## src/rtl/score_pkg.sv

```systemverilog
// Shared types and score-word field layout for the playback sequencer.
// A score word is {len[23:8], note[7:4], octave[3:0]}; len==0 marks the end.
package score_pkg;

    typedef enum logic [2:0] {
        ST_IDLE,
        ST_LOAD,
        ST_SOUND,
        ST_PAUSED,
        ST_DONE
    } state_t;

    localparam int ROM_W    = 24;
    localparam int LEN_MSB  = 23;
    localparam int LEN_LSB  = 8;
    localparam int NOTE_MSB = 7;
    localparam int NOTE_LSB = 4;
    localparam int OCT_MSB  = 3;
    localparam int OCT_LSB  = 0;

    localparam logic [LEN_MSB-LEN_LSB:0] END_LEN = '0;

    function automatic logic is_end(logic [ROM_W-1:0] word);
        return word[LEN_MSB:LEN_LSB] == END_LEN;
    endfunction

endpackage

```

## src/rtl/score_playback_sequencer_if.sv

```systemverilog
// Transport commands, score ROM bus and tone-generator outputs.
// master = sequencer side, slave = panel/ROM/buzzer side.
interface score_playback_sequencer_if
    import score_pkg::*;
#(
    parameter int ADDR_W = 8,
    parameter int LEN_W  = 16
);
    logic              play;
    logic              pause;
    logic              stop;
    logic              loop_en;
    logic [ADDR_W-1:0] rom_addr;
    logic [ROM_W-1:0]  rom_data;
    logic [3:0]        cur_note;
    logic [3:0]        cur_octave;
    logic [LEN_W-1:0]  remaining;
    logic              tone_en;
    logic              note_start;
    logic              song_done;
    logic              busy;

    modport master (
        input  play, pause, stop, loop_en, rom_data,
        output rom_addr, cur_note, cur_octave, remaining,
        output tone_en, note_start, song_done, busy
    );

    modport slave (
        output play, pause, stop, loop_en, rom_data,
        input  rom_addr, cur_note, cur_octave, remaining,
        input  tone_en, note_start, song_done, busy
    );

endinterface

```

## src/rtl/note_duration_counter.sv

```systemverilog
// Millisecond down-counter for the current score entry.
// Priority: clear > load > decrement; never goes below zero.
module note_duration_counter #(
    parameter int W = 16
) (
    input  logic         clk,
    input  logic         rst,
    input  logic         clr,
    input  logic         load,
    input  logic         dec,
    input  logic [W-1:0] din,
    output logic [W-1:0] count,
    output logic         is_one
);

    localparam logic [W-1:0] ONE = W'(1);

    always_ff @(posedge clk) begin
        if (rst || clr) begin
            count <= '0;
        end else if (load) begin
            count <= din;
        end else if (dec && count != '0) begin
            count <= count - ONE;
        end
    end

    assign is_one = (count == ONE);

endmodule

```

## src/rtl/score_playback_sequencer.sv

```systemverilog
// Score transport: steps the ROM address, times entries in 1 ms ticks,
// and gates the buzzer with an articulation gap at the tail of each note.
module score_playback_sequencer
    import score_pkg::*;
#(
    parameter int ADDR_W = 8,
    parameter int LEN_W  = 16,
    parameter int GAP_MS = 20
) (
    input logic                       clk_1ms,
    input logic                       rst,
    score_playback_sequencer_if.master bus
);

    localparam logic [ADDR_W-1:0] LAST_ADDR = '1;
    localparam logic [LEN_W-1:0]  GAP       = LEN_W'(GAP_MS);
    localparam logic [LEN_W-1:0]  ONE       = LEN_W'(1);

    state_t           state;
    logic [LEN_W-1:0] remaining;
    logic             rem_is_one;
    logic [LEN_W-1:0] rom_len;
    logic [3:0]       rom_note;
    logic [3:0]       rom_oct;
    logic             rom_end;
    logic             cnt_load;
    logic             cnt_dec;

    assign rom_len  = LEN_W'(bus.rom_data[LEN_MSB:LEN_LSB]);
    assign rom_note = bus.rom_data[NOTE_MSB:NOTE_LSB];
    assign rom_oct  = bus.rom_data[OCT_MSB:OCT_LSB];
    assign rom_end  = is_end(bus.rom_data);

    // pause freezes the count in the very cycle it is sampled
    assign cnt_load = (state == ST_LOAD) && !bus.stop && !rom_end;
    assign cnt_dec  = (state == ST_SOUND) && !bus.stop && !bus.pause;

    note_duration_counter #(.W(LEN_W)) u_cnt (
        .clk    (clk_1ms),
        .rst    (rst),
        .clr    (bus.stop),
        .load   (cnt_load),
        .dec    (cnt_dec),
        .din    (rom_len),
        .count  (remaining),
        .is_one (rem_is_one)
    );

    assign bus.remaining = remaining;

    // tone_en is registered from the value remaining will hold next cycle
    always_ff @(posedge clk_1ms) begin
        if (rst) begin
            state          <= ST_IDLE;
            bus.rom_addr   <= '0;
            bus.cur_note   <= '0;
            bus.cur_octave <= '0;
            bus.tone_en    <= 1'b0;
            bus.note_start <= 1'b0;
            bus.song_done  <= 1'b0;
            bus.busy       <= 1'b0;
        end else begin
            bus.note_start <= 1'b0;
            bus.song_done  <= 1'b0;
            if (bus.stop) begin
                state        <= ST_IDLE;
                bus.rom_addr <= '0;
                bus.tone_en  <= 1'b0;
                bus.busy     <= 1'b0;
            end else begin
                unique case (state)
                    ST_IDLE: begin
                        bus.rom_addr <= '0;
                        if (bus.play) begin
                            state    <= ST_LOAD;
                            bus.busy <= 1'b1;
                        end
                    end
                    ST_LOAD: begin
                        if (rom_end) begin
                            if (bus.loop_en && bus.rom_addr != '0) begin
                                bus.rom_addr <= '0;
                            end else begin
                                state         <= ST_DONE;
                                bus.song_done <= 1'b1;
                                bus.busy      <= 1'b0;
                            end
                        end else begin
                            state          <= ST_SOUND;
                            bus.cur_note   <= rom_note;
                            bus.cur_octave <= rom_oct;
                            bus.note_start <= 1'b1;
                            bus.tone_en    <= (rom_note != '0) && (rom_len > GAP);
                        end
                    end
                    ST_SOUND: begin
                        if (bus.pause) begin
                            state       <= ST_PAUSED;
                            bus.tone_en <= 1'b0;
                        end else if (rem_is_one) begin
                            bus.tone_en <= 1'b0;
                            if (bus.rom_addr != LAST_ADDR) begin
                                bus.rom_addr <= bus.rom_addr + 1'b1;
                                state        <= ST_LOAD;
                            end else if (bus.loop_en) begin
                                bus.rom_addr <= '0;
                                state        <= ST_LOAD;
                            end else begin
                                state         <= ST_DONE;
                                bus.song_done <= 1'b1;
                                bus.busy      <= 1'b0;
                            end
                        end else begin
                            bus.tone_en <= (bus.cur_note != '0)
                                        && ((remaining - ONE) > GAP);
                        end
                    end
                    ST_PAUSED: begin
                        if (bus.play) begin
                            state       <= ST_SOUND;
                            bus.tone_en <= (bus.cur_note != '0)
                                        && (remaining > GAP);
                        end
                    end
                    ST_DONE: begin
                        if (bus.play) begin
                            state        <= ST_LOAD;
                            bus.rom_addr <= '0;
                            bus.busy     <= 1'b1;
                        end
                    end
                    default: state <= ST_IDLE;
                endcase
            end
        end
    end

endmodule

```

## src/flat_wrapper.sv

```systemverilog
// flat-port wrapper written by rule: the top's interface ports become plain ports
module score_playback_sequencer_flat import score_pkg::*;
#(
    parameter int ADDR_W = 8,
    parameter int LEN_W  = 16,
    parameter int GAP_MS = 20
)
  (clk_1ms, rst, bus_play, bus_pause, bus_stop, bus_loop_en, bus_rom_data, bus_rom_addr, bus_cur_note, bus_cur_octave, bus_remaining, bus_tone_en, bus_note_start, bus_song_done, bus_busy);
  score_playback_sequencer_if #(.ADDR_W(ADDR_W), .LEN_W(LEN_W)) bus_i ();
  input logic clk_1ms;
  input logic rst;
  input wire logic [$bits(bus_i.play)-1:0] bus_play;
  input wire logic [$bits(bus_i.pause)-1:0] bus_pause;
  input wire logic [$bits(bus_i.stop)-1:0] bus_stop;
  input wire logic [$bits(bus_i.loop_en)-1:0] bus_loop_en;
  input wire logic [$bits(bus_i.rom_data)-1:0] bus_rom_data;
  output wire logic [$bits(bus_i.rom_addr)-1:0] bus_rom_addr;
  output wire logic [$bits(bus_i.cur_note)-1:0] bus_cur_note;
  output wire logic [$bits(bus_i.cur_octave)-1:0] bus_cur_octave;
  output wire logic [$bits(bus_i.remaining)-1:0] bus_remaining;
  output wire logic [$bits(bus_i.tone_en)-1:0] bus_tone_en;
  output wire logic [$bits(bus_i.note_start)-1:0] bus_note_start;
  output wire logic [$bits(bus_i.song_done)-1:0] bus_song_done;
  output wire logic [$bits(bus_i.busy)-1:0] bus_busy;
  assign bus_i.play = bus_play;
  assign bus_i.pause = bus_pause;
  assign bus_i.stop = bus_stop;
  assign bus_i.loop_en = bus_loop_en;
  assign bus_i.rom_data = bus_rom_data;
  assign bus_rom_addr = bus_i.rom_addr;
  assign bus_cur_note = bus_i.cur_note;
  assign bus_cur_octave = bus_i.cur_octave;
  assign bus_remaining = bus_i.remaining;
  assign bus_tone_en = bus_i.tone_en;
  assign bus_note_start = bus_i.note_start;
  assign bus_song_done = bus_i.song_done;
  assign bus_busy = bus_i.busy;
  score_playback_sequencer #(.ADDR_W(ADDR_W), .LEN_W(LEN_W), .GAP_MS(GAP_MS)) u_core (.clk_1ms(clk_1ms), .rst(rst), .bus(bus_i));
endmodule
```

## config.mk

```make
export PLATFORM = sky130hd
export DESIGN_NAME = score_playback_sequencer_flat
export DESIGN_NICKNAME = d
export VERILOG_FILES = /design/src/rtl/score_pkg.sv /design/src/rtl/score_playback_sequencer_if.sv /design/src/rtl/note_duration_counter.sv /design/src/rtl/score_playback_sequencer.sv /design/src/flat_wrapper.sv
export SDC_FILE = /design/constraint.sdc
export NUM_CORES = 1
export LEC_CHECK = 0
export CORE_UTILIZATION = 48
export DETAILED_ROUTE_END_ITERATION = 16
export PLACE_DENSITY = 0.8
export SYNTH_ARGS = -nofsm -noshare
export SYNTH_HDL_FRONTEND = slang
export SYNTH_SLANG_ARGS = --single-unit
```

## constraint.sdc

```tcl
create_clock -name clk_1ms -period 3.1 [get_ports clk_1ms]
set_input_delay 0.62 -clock clk_1ms [delete_from_list [all_inputs] [get_ports clk_1ms]]
set_output_delay 0.62 -clock clk_1ms [all_outputs]
set_load 0.005 [all_outputs]
```

---- Word level (Yosys, flattened, before mapping) ----
Cells that the tools add are included.
storage, ports and cells
  register bits ........................... 39
  latch bits .............................. 0
  memory bits (writable) .................. 0
  bits in read-only memories .............. 0
  input bits .............................. 30
  output and inout bits ................... 36
  word-level logic and storage cells ...... 108
  memories kept ........................... 0
operators by class
  $add $sub $neg .......................... 2
  $mul .................................... 0
  div/mod/pow operators ................... 0
  order comparisons ....................... 3
  equal/unequal tests ..................... 20
  shift operators ......................... 0
  mux-type cells .......................... 40
  bitwise logic cells ..................... 3
  reductions and logical operators ........ 31
operators with widths
  operator                                                                 number
  8-bit two-way mux                                                        7
  16-bit by 5-bit > comparator with 1-bit output, second input constant    3
  16-bit two-way mux                                                       2
  8-bit case mux with 4 select lines                                       1
  3-bit two-way mux                                                        8
  1-bit two-way mux                                                        18
  16-bit by 1-bit equality test with 1-bit output, second input constant   1
  16-bit logical NOT                                                       1
  2-bit inequality test, second input constant                             8
  16-bit nonzero test                                                      1
  16-bit by 1-bit subtractor with 16-bit output, second input constant     1
  3-bit case mux with 4 select lines                                       1
  4-bit nonzero test                                                       3
  1-bit logical AND                                                        9
  8-bit by 1-bit adder with 8-bit output, second input constant            1
  8-bit inequality test, second input constant                             1
  8-bit AND reduction                                                      1
  8-bit nonzero test                                                       1
  7-bit AND reduction                                                      1
  3-bit by 2-bit equality test with 1-bit output, second input constant    2
  2-bit by 1-bit inequality test with 1-bit output, second input constant  3
  3-bit inequality test, second input constant                             2
  1-bit case mux with 3 select lines                                       2
  3-bit AND reduction                                                      2
  other kinds (13)                                                         19

---- Depth between registers and ports, before layout ----
Gate-level depths: netlist (run 1).
  word-level depth ........................ 6
  depth in mapped cells ................... 9
  mapped depth without buffers ............ 8

---- Cells and area by module ----
Synthesis (run 1) repeated with hierarchy kept, for this count alone.
unflattened totals
  cells, all modules ...................... 285
  area, all modules ....................... 2399.8 µm²
by module, submodules not included
  module                    instances  cells each  area each (µm²)  sequential area each (µm²)
  score_playback_sequencer  1          171         1445.1           460.4
  note_duration_counter     1          114         954.7            320.3

---- Least setup slack after synthesis (run 1) ----
Ideal clock, no wire load.
  kind .................................... in2reg
  start ................................... in bus_rom_data[17]
  end ..................................... reg u_core.u_cnt.count[10]
  library setup time ...................... 0.071 ns
  arrival ................................. 2.209 ns
  required time ........................... 3.029 ns
  slack ................................... 0.821 ns
  cell stages on the path ................. 8
  buffers on the path ..................... 2
  cell sequence ........................... nor4_1 -> nand3_1 -> o21ai_1 -> nand2b_1 -> clkbuf_1 -> clkbuf_1 -> o211ai_1 -> a21oi_1
on the way
  cells in the longest elaborated chain, start to end .. 4
  elaborated cells on any way between the ends .. 5
  classes of those cells .................. mux: 1; reduce/logical: 4
ends and longest elaborated chain
  item                                                      RTL line                        source
  from (decl)                                               flat_wrapper.sv:16              input wire logic [$bits(bus_i.rom_data)-1:0] bus_rom_data;
  16-bit logical NOT (*)                                    score_pkg.sv:24                 return word[LEN_MSB:LEN_LSB] == END_LEN;
  1-bit logical NOT (*)                                     score_playback_sequencer.sv:35  assign cnt_load = (state == ST_LOAD) && !bus.stop && !rom_end;
  1-bit logical AND (*)                                     score_playback_sequencer.sv:35
  16-bit two-way mux or 2-bit nonzero test (tied branches)  --
  to (signal assigned)                                      note_duration_counter.sv:22     count <= din;
  to (signal assigned)                                      note_duration_counter.sv:24     count <= count - ONE;
  to (decl)                                                 note_duration_counter.sv:12     output logic [W-1:0] count,
Mark *: on every way between the ends. The rest lies on a longest branch, timed or not.
A chain may end at the register's enable or synchronous reset.

---- Final worst setup path (run 1) ----
  start ................................... reg u_core.u_cnt.count[0]
  end ..................................... reg u_core.u_cnt.count[6]
on the way
  cells in the longest elaborated chain, start to end .. 3
  elaborated cells on any way between the ends .. 6
  classes of those cells .................. add/sub: 1; mux: 2; reduce/logical: 3
ends and longest elaborated chain
  item                                                                                  RTL line                                                  source
  16-bit by 1-bit subtractor with 16-bit output or 16-bit nonzero test (tied branches)  note_duration_counter.sv:24, note_duration_counter.sv:23
  16-bit two-way mux or 1-bit logical AND (tied branches)                               note_duration_counter.sv:23                               end else if (dec && count != '0) begin
  16-bit two-way mux or 2-bit nonzero test (tied branches)                              --
Several ways; a longest one is shown, not always the timed one. The select of a mux whose other input is x is not followed.

==> results of run 1 <==
## routing by layer
layer	routed length [um]	track usage [%]	vias to the layer above	share of wire [%]
met5	0	0	-	0
met4	172	10.9	0	2.4
met3	539	4.83	22	7.5
met2	3460	45.1	146	48
met1	3060	37.3	1276	42
li1	-	-	1304	-
## final cells by class
class,instances,share of cell area (%)
multi-input combinational,249,46.4
clock inverter,3,2.09
inverter,6,0.696
clock buffer,5,2.13
timing repair buffer,73,21.9
tap,67,2.59
sequential,39,24.1
## sequential cells by signal, indices dropped and copies added (netlist names)
register	count
u_core.bus.busy	1
u_core.bus.cur_note	4
u_core.bus.cur_octave	4
u_core.bus.note_start	1
u_core.bus.rom_addr	8
u_core.bus.song_done	1
u_core.bus.tone_en	1
u_core.state	3
u_core.u_cnt.count	16
## path summary, 6_finish.rpt
path	cells past startpoint	slack (ns)	end
setup / recovery	8	0.48	u_core.u_cnt.count[6]
hold / removal	2	0.46	u_core.bus.cur_octave[0]
setup reg to reg	8	0.48	u_core.u_cnt.count[6]
hold reg to reg	2	0.46	u_core.bus.cur_octave[0]
## worst max-delay path, delay by kind of cell, from the launching register on
kind,cells,cell delay [ns]
compound gates,3,1.09
fa+ha+maj,1,0.30
buf+inv,1,0.12
flops,1,0.38
simple gates,3,0.68
## kinds of logic after synthesis
logic type               Yosys count  synth area share (%)
buffers and inverters             25                  4.99
AO/OA/AOI/OAI                    105                  28.7
XOR/XNOR                           1                 0.364
flip-flops                        39                  32.5
AND/OR/NAND/NOR                  138                  30.9
adder cells (fa/ha/maj)            5                  2.60
## power groups by stage
stage               Combinational, W  Sequential (W)  Clock, W
floorplan                  0.0000846        0.000528         0
global placement            0.000162        0.000533         0
detailed placement          0.000163        0.000533         0
CTS                         0.000164        0.000521  0.000521
global route                0.000180        0.000523  0.000545
finish                      0.000166        0.000522  0.000523
## layout by cell type (no fill, tap or decap), types with 2 or more instances in the layout
cell type	Yosys	layout
nand2b_1	3	3
nor2b_1	4	4
nand3_1	10	10
nor2_1	24	24
clkdlybuf4s50_1	0	65
a31o_2	3	3
nor3b_1	5	5
o31ai_1	4	4
o21a_1	4	4
or2_2	4	4
buf_4	1	8
o211ai_1	6	6
or4_1	3	3
a221oi_1	2	2
a211oi_1	3	3
nand4_1	5	5
a21oi_1	32	32
nor3_1	11	11
dfxtp_1	39	39
a31oi_1	8	8
ha_1	5	5
nor4_1	10	10
o21ai_0	19	19
clkbuf_8	0	5
and2b_1	2	2
a22oi_1	3	3
o211a_1	2	2
inv_1	6	6
bufinv_16	0	2
nand2_1	35	35
nor4_2	3	3
o21ai_1	2	2
o311ai_0	5	5
a21boi_0	3	3
or3_1	8	8
## through the flow
stage,worst slack [ns],total power [W]
finish,0.476,0.00121
global route,0.229,0.00125
CTS,0.524,0.00121
detailed placement,0.231,0.000696
global placement,0.310,0.000694
floorplan,0.821,0.000612
==> impl_metrics.yaml, run 1 <==
detailed_routing:
  drt-initial-drc-count: 331
  num_vias: 2748
  antenna_left: 0
  wl_mm: 7.23
  via_per_inst: 6.22
  drc_errors: 0
  routedWlPerCell_um: 16.4
  drt_first_pass_iters: 5
cts:
  cts_sinks: 39
  cts_hold_buf: 0
  cts_resized: 0
  path_clk_slew_ns: 0.08
  htree_levels: 2
  root_buffer: "clkbuf_8"
  clk_path_buf_depth: 2
  cts_made_buffers: 5
  cts_tree: "built"
  postCtsSetupRepairBufs: 0
  insertion_delay_ns: 0.30
logic_synthesis:
  synth_cell_types: 55
  yosysTopAreaCellShare_pct: 32.5
  synthCells: 313
  synth.avg_cell_area_um2: 7.68
  ys_warn_count: 0
  synthArstFlopShare_pct: 0
  synthTopCellsByArea: "dfxtp_1 (32%), a21oi_1 (6.7%), nand2_1 (5.5%)"
  synth_edf_count: 0
  synth.ff_latch_count: 39
  seq_area_frac_synth_pct: 32.5
  synth_area_leader_cell: "dfxtp_1"
  synth_most_common_cell: "dfxtp_1"
  netlist_top_cells_count: "dfxtp_1 (39), nand2_1 (35), a21oi_1 (32)"
  synthesis.nets: 348
  syn_area_um2: 2400
  synth-main-ff-cell: "dfxtp_1"
power_and_ir_drop:
  combPwrFrac_pct: 13.7
  p_sw_w: 0.000297
  p_per_area_nw_per_um2: 374
  cellInternalPower_w: 0.000914
  p_leak_nw: 1.11
  ir_worst_vdd_uv: 289
  swShare_pct: 24.5
  seqPwrFrac_pct: 43.1
  pwr-share-clk_pct: 43.2
timing:
  hold_slack_ns: 0.458
  slew_violations: 0
  rsz0062_at_grt: "false"
  tightest_slew_ns: 0.891
  slew_headroom_pct: 40.0
  fin_crit_ns: 2.62
  setup_viol_count_final: 0
  clock_skew_ns: 0.00786
  tns_ns: 0
  hold_viol: 0
  max_freq_ghz: 0.381
  fin_crit_sh_pct: 84.7
floorplanning:
  start_util_pct: 50.2
  dieArea_um2: 5300
  dieWidth_um: 72.8
  io_pins: 66
  coreArea_um2: 4790
  rows: 25
  fp.dieH_um: 72.8
finish:
  seq_area_um2: 781
  stdcell_count: 442
  final_nets: 409
  drive_gt1_share_pct: 8.80
  fin_util_pct: 67.7
  n_fill_cell: 398
  multiInputGateArea_um2: 1500
  final_cell_area_um2: 3240
  syn_to_final_growth_pct: 34.7
  diodes: 0
global_routing:
  grt_pass1_wl_mm: 11.6
  grt_pass1_vias: 2383
  grt_max_degree: 22
  grt-ovfl-total: 0
  grt_antenna_before_repair: 0
  grt_usage_pct: 28.0
status:
  outcome: "finished clean"
setup_path:
  cp_max_fo: 8
  crit_chain: "inv_1 > ha_1 > nor3b_1 > nand2_1 > o21ai_0 > nand2_1 > o21ai_0 > o21a_1"
  crit_type: "reg -> reg"
  arrival_ns: 2.87
  cpPeakStageDelay_ns: 0.73
  worstReg2RegStart: "u_core.u_cnt.count[0]"
  worstPathRequired_ns: 3.35
  worst_path_max_delay_cell: "o21ai_0"
  crit_start: "u_core.u_cnt.count[0]"
  start_kind: "flip-flop"
  cp-end-kind: "flip-flop"
place:
  dp_cells: 434
  place.gp.congestion: 0.950
  place_area_um2: 3100
  io_buffers: 65
  dp_hpwl_mm: 5.14
flow_run:
  maxCapViolations: 0
hold_path:
  hold_class: "reg -> reg"
  min_from: "u_core.bus.cur_octave[0]"
(Power assumes the default switching activity.)
==> run 2, diff against run 1 <==
- clock period: 3.1 -> 2.6 ns (I/O delays scaled with it)
==> impl_metrics.yaml, run 2 (synthesized netlist as in run 1, its figures left out) <==
timing:
  fin_crit_sh_pct: 92.7
  setup_viol_count_final: 0
  max_freq_ghz: 0.415
  tightest_slew_ns: 0.794
  slew_violations: 0
  hold_slack_ns: 0.460
  fin_crit_ns: 2.41
  tns_ns: 0
  rsz0062_at_grt: "false"
  hold_viol: 0
  slew_headroom_pct: 46.6
  clock_skew_ns: 0.00281
setup_path:
  cp_max_fo: 8
  worstReg2RegStart: "u_core.u_cnt.count[8]"
  cpPeakStageDelay_ns: 0.54
  path_buf_inv: 0
  start_kind: "flip-flop"
  reg2reg_to: "u_core.bus.tone_en"
  crit_chain: "or2_2 > or4_1 > a2111oi_1 > nand3_1 > o21ai_0 > a211oi_1"
  rrSetupSlack_ns: 0.19
  worstPathRequired_ns: 2.77
  arrival_ns: 2.58
  ff2ff_path_depth: 6
  cp-end-kind: "flip-flop"
  crit_type: "reg -> reg"
  worst_path_max_delay_cell: "or4_1"
  crit_family: "simple AND/OR/NAND/NOR gates"
global_routing:
  grt_antenna_before_repair: 0
  grt_pass1_vias: 2699
  grt_pass1_wl_mm: 12.7
  grt_usage_pct: 31.0
  grt-ovfl-total: 0
  grt_max_degree: 22
floorplanning:
  rows: 25
  dieWidth_um: 72.8
  io_pins: 66
  start_util_pct: 50.2
  coreArea_um2: 4790
  fp.dieH_um: 72.8
  dieArea_um2: 5300
place:
  place_area_um2: 3290
  dp_hpwl_mm: 5.57
  io_buffers: 65
  place.gp.congestion: 0.968
cts:
  cts_made_buffers: 5
  cts_tree: "built"
  postCtsSetupRepairBufs: 0
  cts_resized: 0
  path_clk_slew_ns: 0.08
  insertion_delay_ns: 0.30
  htree_levels: 2
  cts_hold_buf: 0
  cts_sinks: 39
  clk_path_buf_depth: 2
  root_buffer: "clkbuf_8"
power_and_ir_drop:
  p_per_area_nw_per_um2: 427
  power_w: 0.00147
  p_leak_nw: 1.23
  ir_worst_vdd_uv: 423
hold_path:
  holdPathEnd: "u_core.bus.cur_octave[3]"
  hold_depth: 2
  hold_class: "reg -> reg"
  min_from: "u_core.bus.cur_octave[3]"
finish:
  final_nets: 432
  syn_to_final_growth_pct: 42.9
  drive_gt1_share_pct: 14.6
  layout_common_cells: "clkdlybuf4s50_1 (65), dfxtp_1 (39), nand2_1 (35)"
  largest_reg_flops: 16
  max_flop_register: "u_core.u_cnt.count"
  final_common_cell: "clkdlybuf4s50_1"
  n_fill_cell: 381
  reg.largest.list: "u_core.u_cnt.count: 16 flops, u_core.bus.rom_addr: 8 flops"
  final_cell_area_um2: 3440
  diodes: 0
detailed_routing:
  num_vias: 2887
  met2_length_mm: 3.60
  met1_length_mm: 3.13
  drt_first_pass_iters: 5
  antenna_left: 0
  wl_mm: 7.69
  via_per_inst: 6.21
  routedWlPerCell_um: 16.5
  drc_errors: 0
  drt-initial-drc-count: 205
  highest_layer: "met4"
  wl_met3_um: 647
flow_run:
  maxCapViolations: 0
status:
  outcome: "finished clean"
==> run 2: routing by layer <==
metal / vias to the layer above / track usage (%)
met4: 0 / 17.0
met3: 33 / 5.52
met2: 171 / 48.7
met1: 1333 / 40.3
met5: - / 0
li1: 1350 / -
==> run 2: stage by stage <==
step / utilization, % / worst slack [ns] / std cells
final: 71.8 / 0.189 / 465
after global routing: 71.8 / 0.0408 / 465
after CTS: 71.5 / 0.128 / 465
after detailed placement: 68.7 / -0.0288 / 457
after global placement: 68.7 / 0.00305 / 457
after floorplan: - / 0.421 / 313
==> run 2: where the power goes <==
| group | internal [W] | switching [W] |
|---|---|---|
| clock | 0.000383 | 0.000233 |
| combinational | 0.000120 | 0.000111 |
| sequential | 0.000607 | 0.0000125 |
==> run 2: area by class of cell <==
cell class	instances	area [um2]	share of cell area [%]
clock inverter	3	67.6	1.97
sequential	39	781	22.7
multi-input combinational	249	1520	44.1
tap	67	83.8	2.44
timing repair buffer	96	896	26.1
inverter	6	22.5	0.655
clock buffer	5	68.8	2.00
==> run 2: how the worst max path moves through the flow <==
stage / start / to / slack (ns) / depth (start not counted)
after floorplan: bus_rom_data[17] / u_core.u_cnt.count[10] / 0.42 / 8
after global placement: bus_rom_data[17] / u_core.bus.rom_addr[3] / 0.003 / 8
after detailed placement: bus_rom_data[17] / u_core.bus.rom_addr[5] / -0.03 / 8
after CTS: u_core.u_cnt.count[8] / u_core.bus.tone_en / 0.13 / 6
after global routing: u_core.u_cnt.count[0] / u_core.u_cnt.count[15] / 0.04 / 10
final: u_core.u_cnt.count[8] / u_core.bus.tone_en / 0.19 / 6
==> run 2: worst reg2reg max path: stages, from the launching register on <==
cell and delay [ns]:
dfxtp_1 0.36, or2_2 0.37, or4_1 0.54, a2111oi_1 0.43, nand3_1 0.14, o21ai_0 0.31
a211oi_1 0.14
==> run 3, diff against run 2 <==
- SLEW_MARGIN: default -> 20
==> results of run 3 <==
No change in the layout: final DEF, timing and power equal those of run 2.
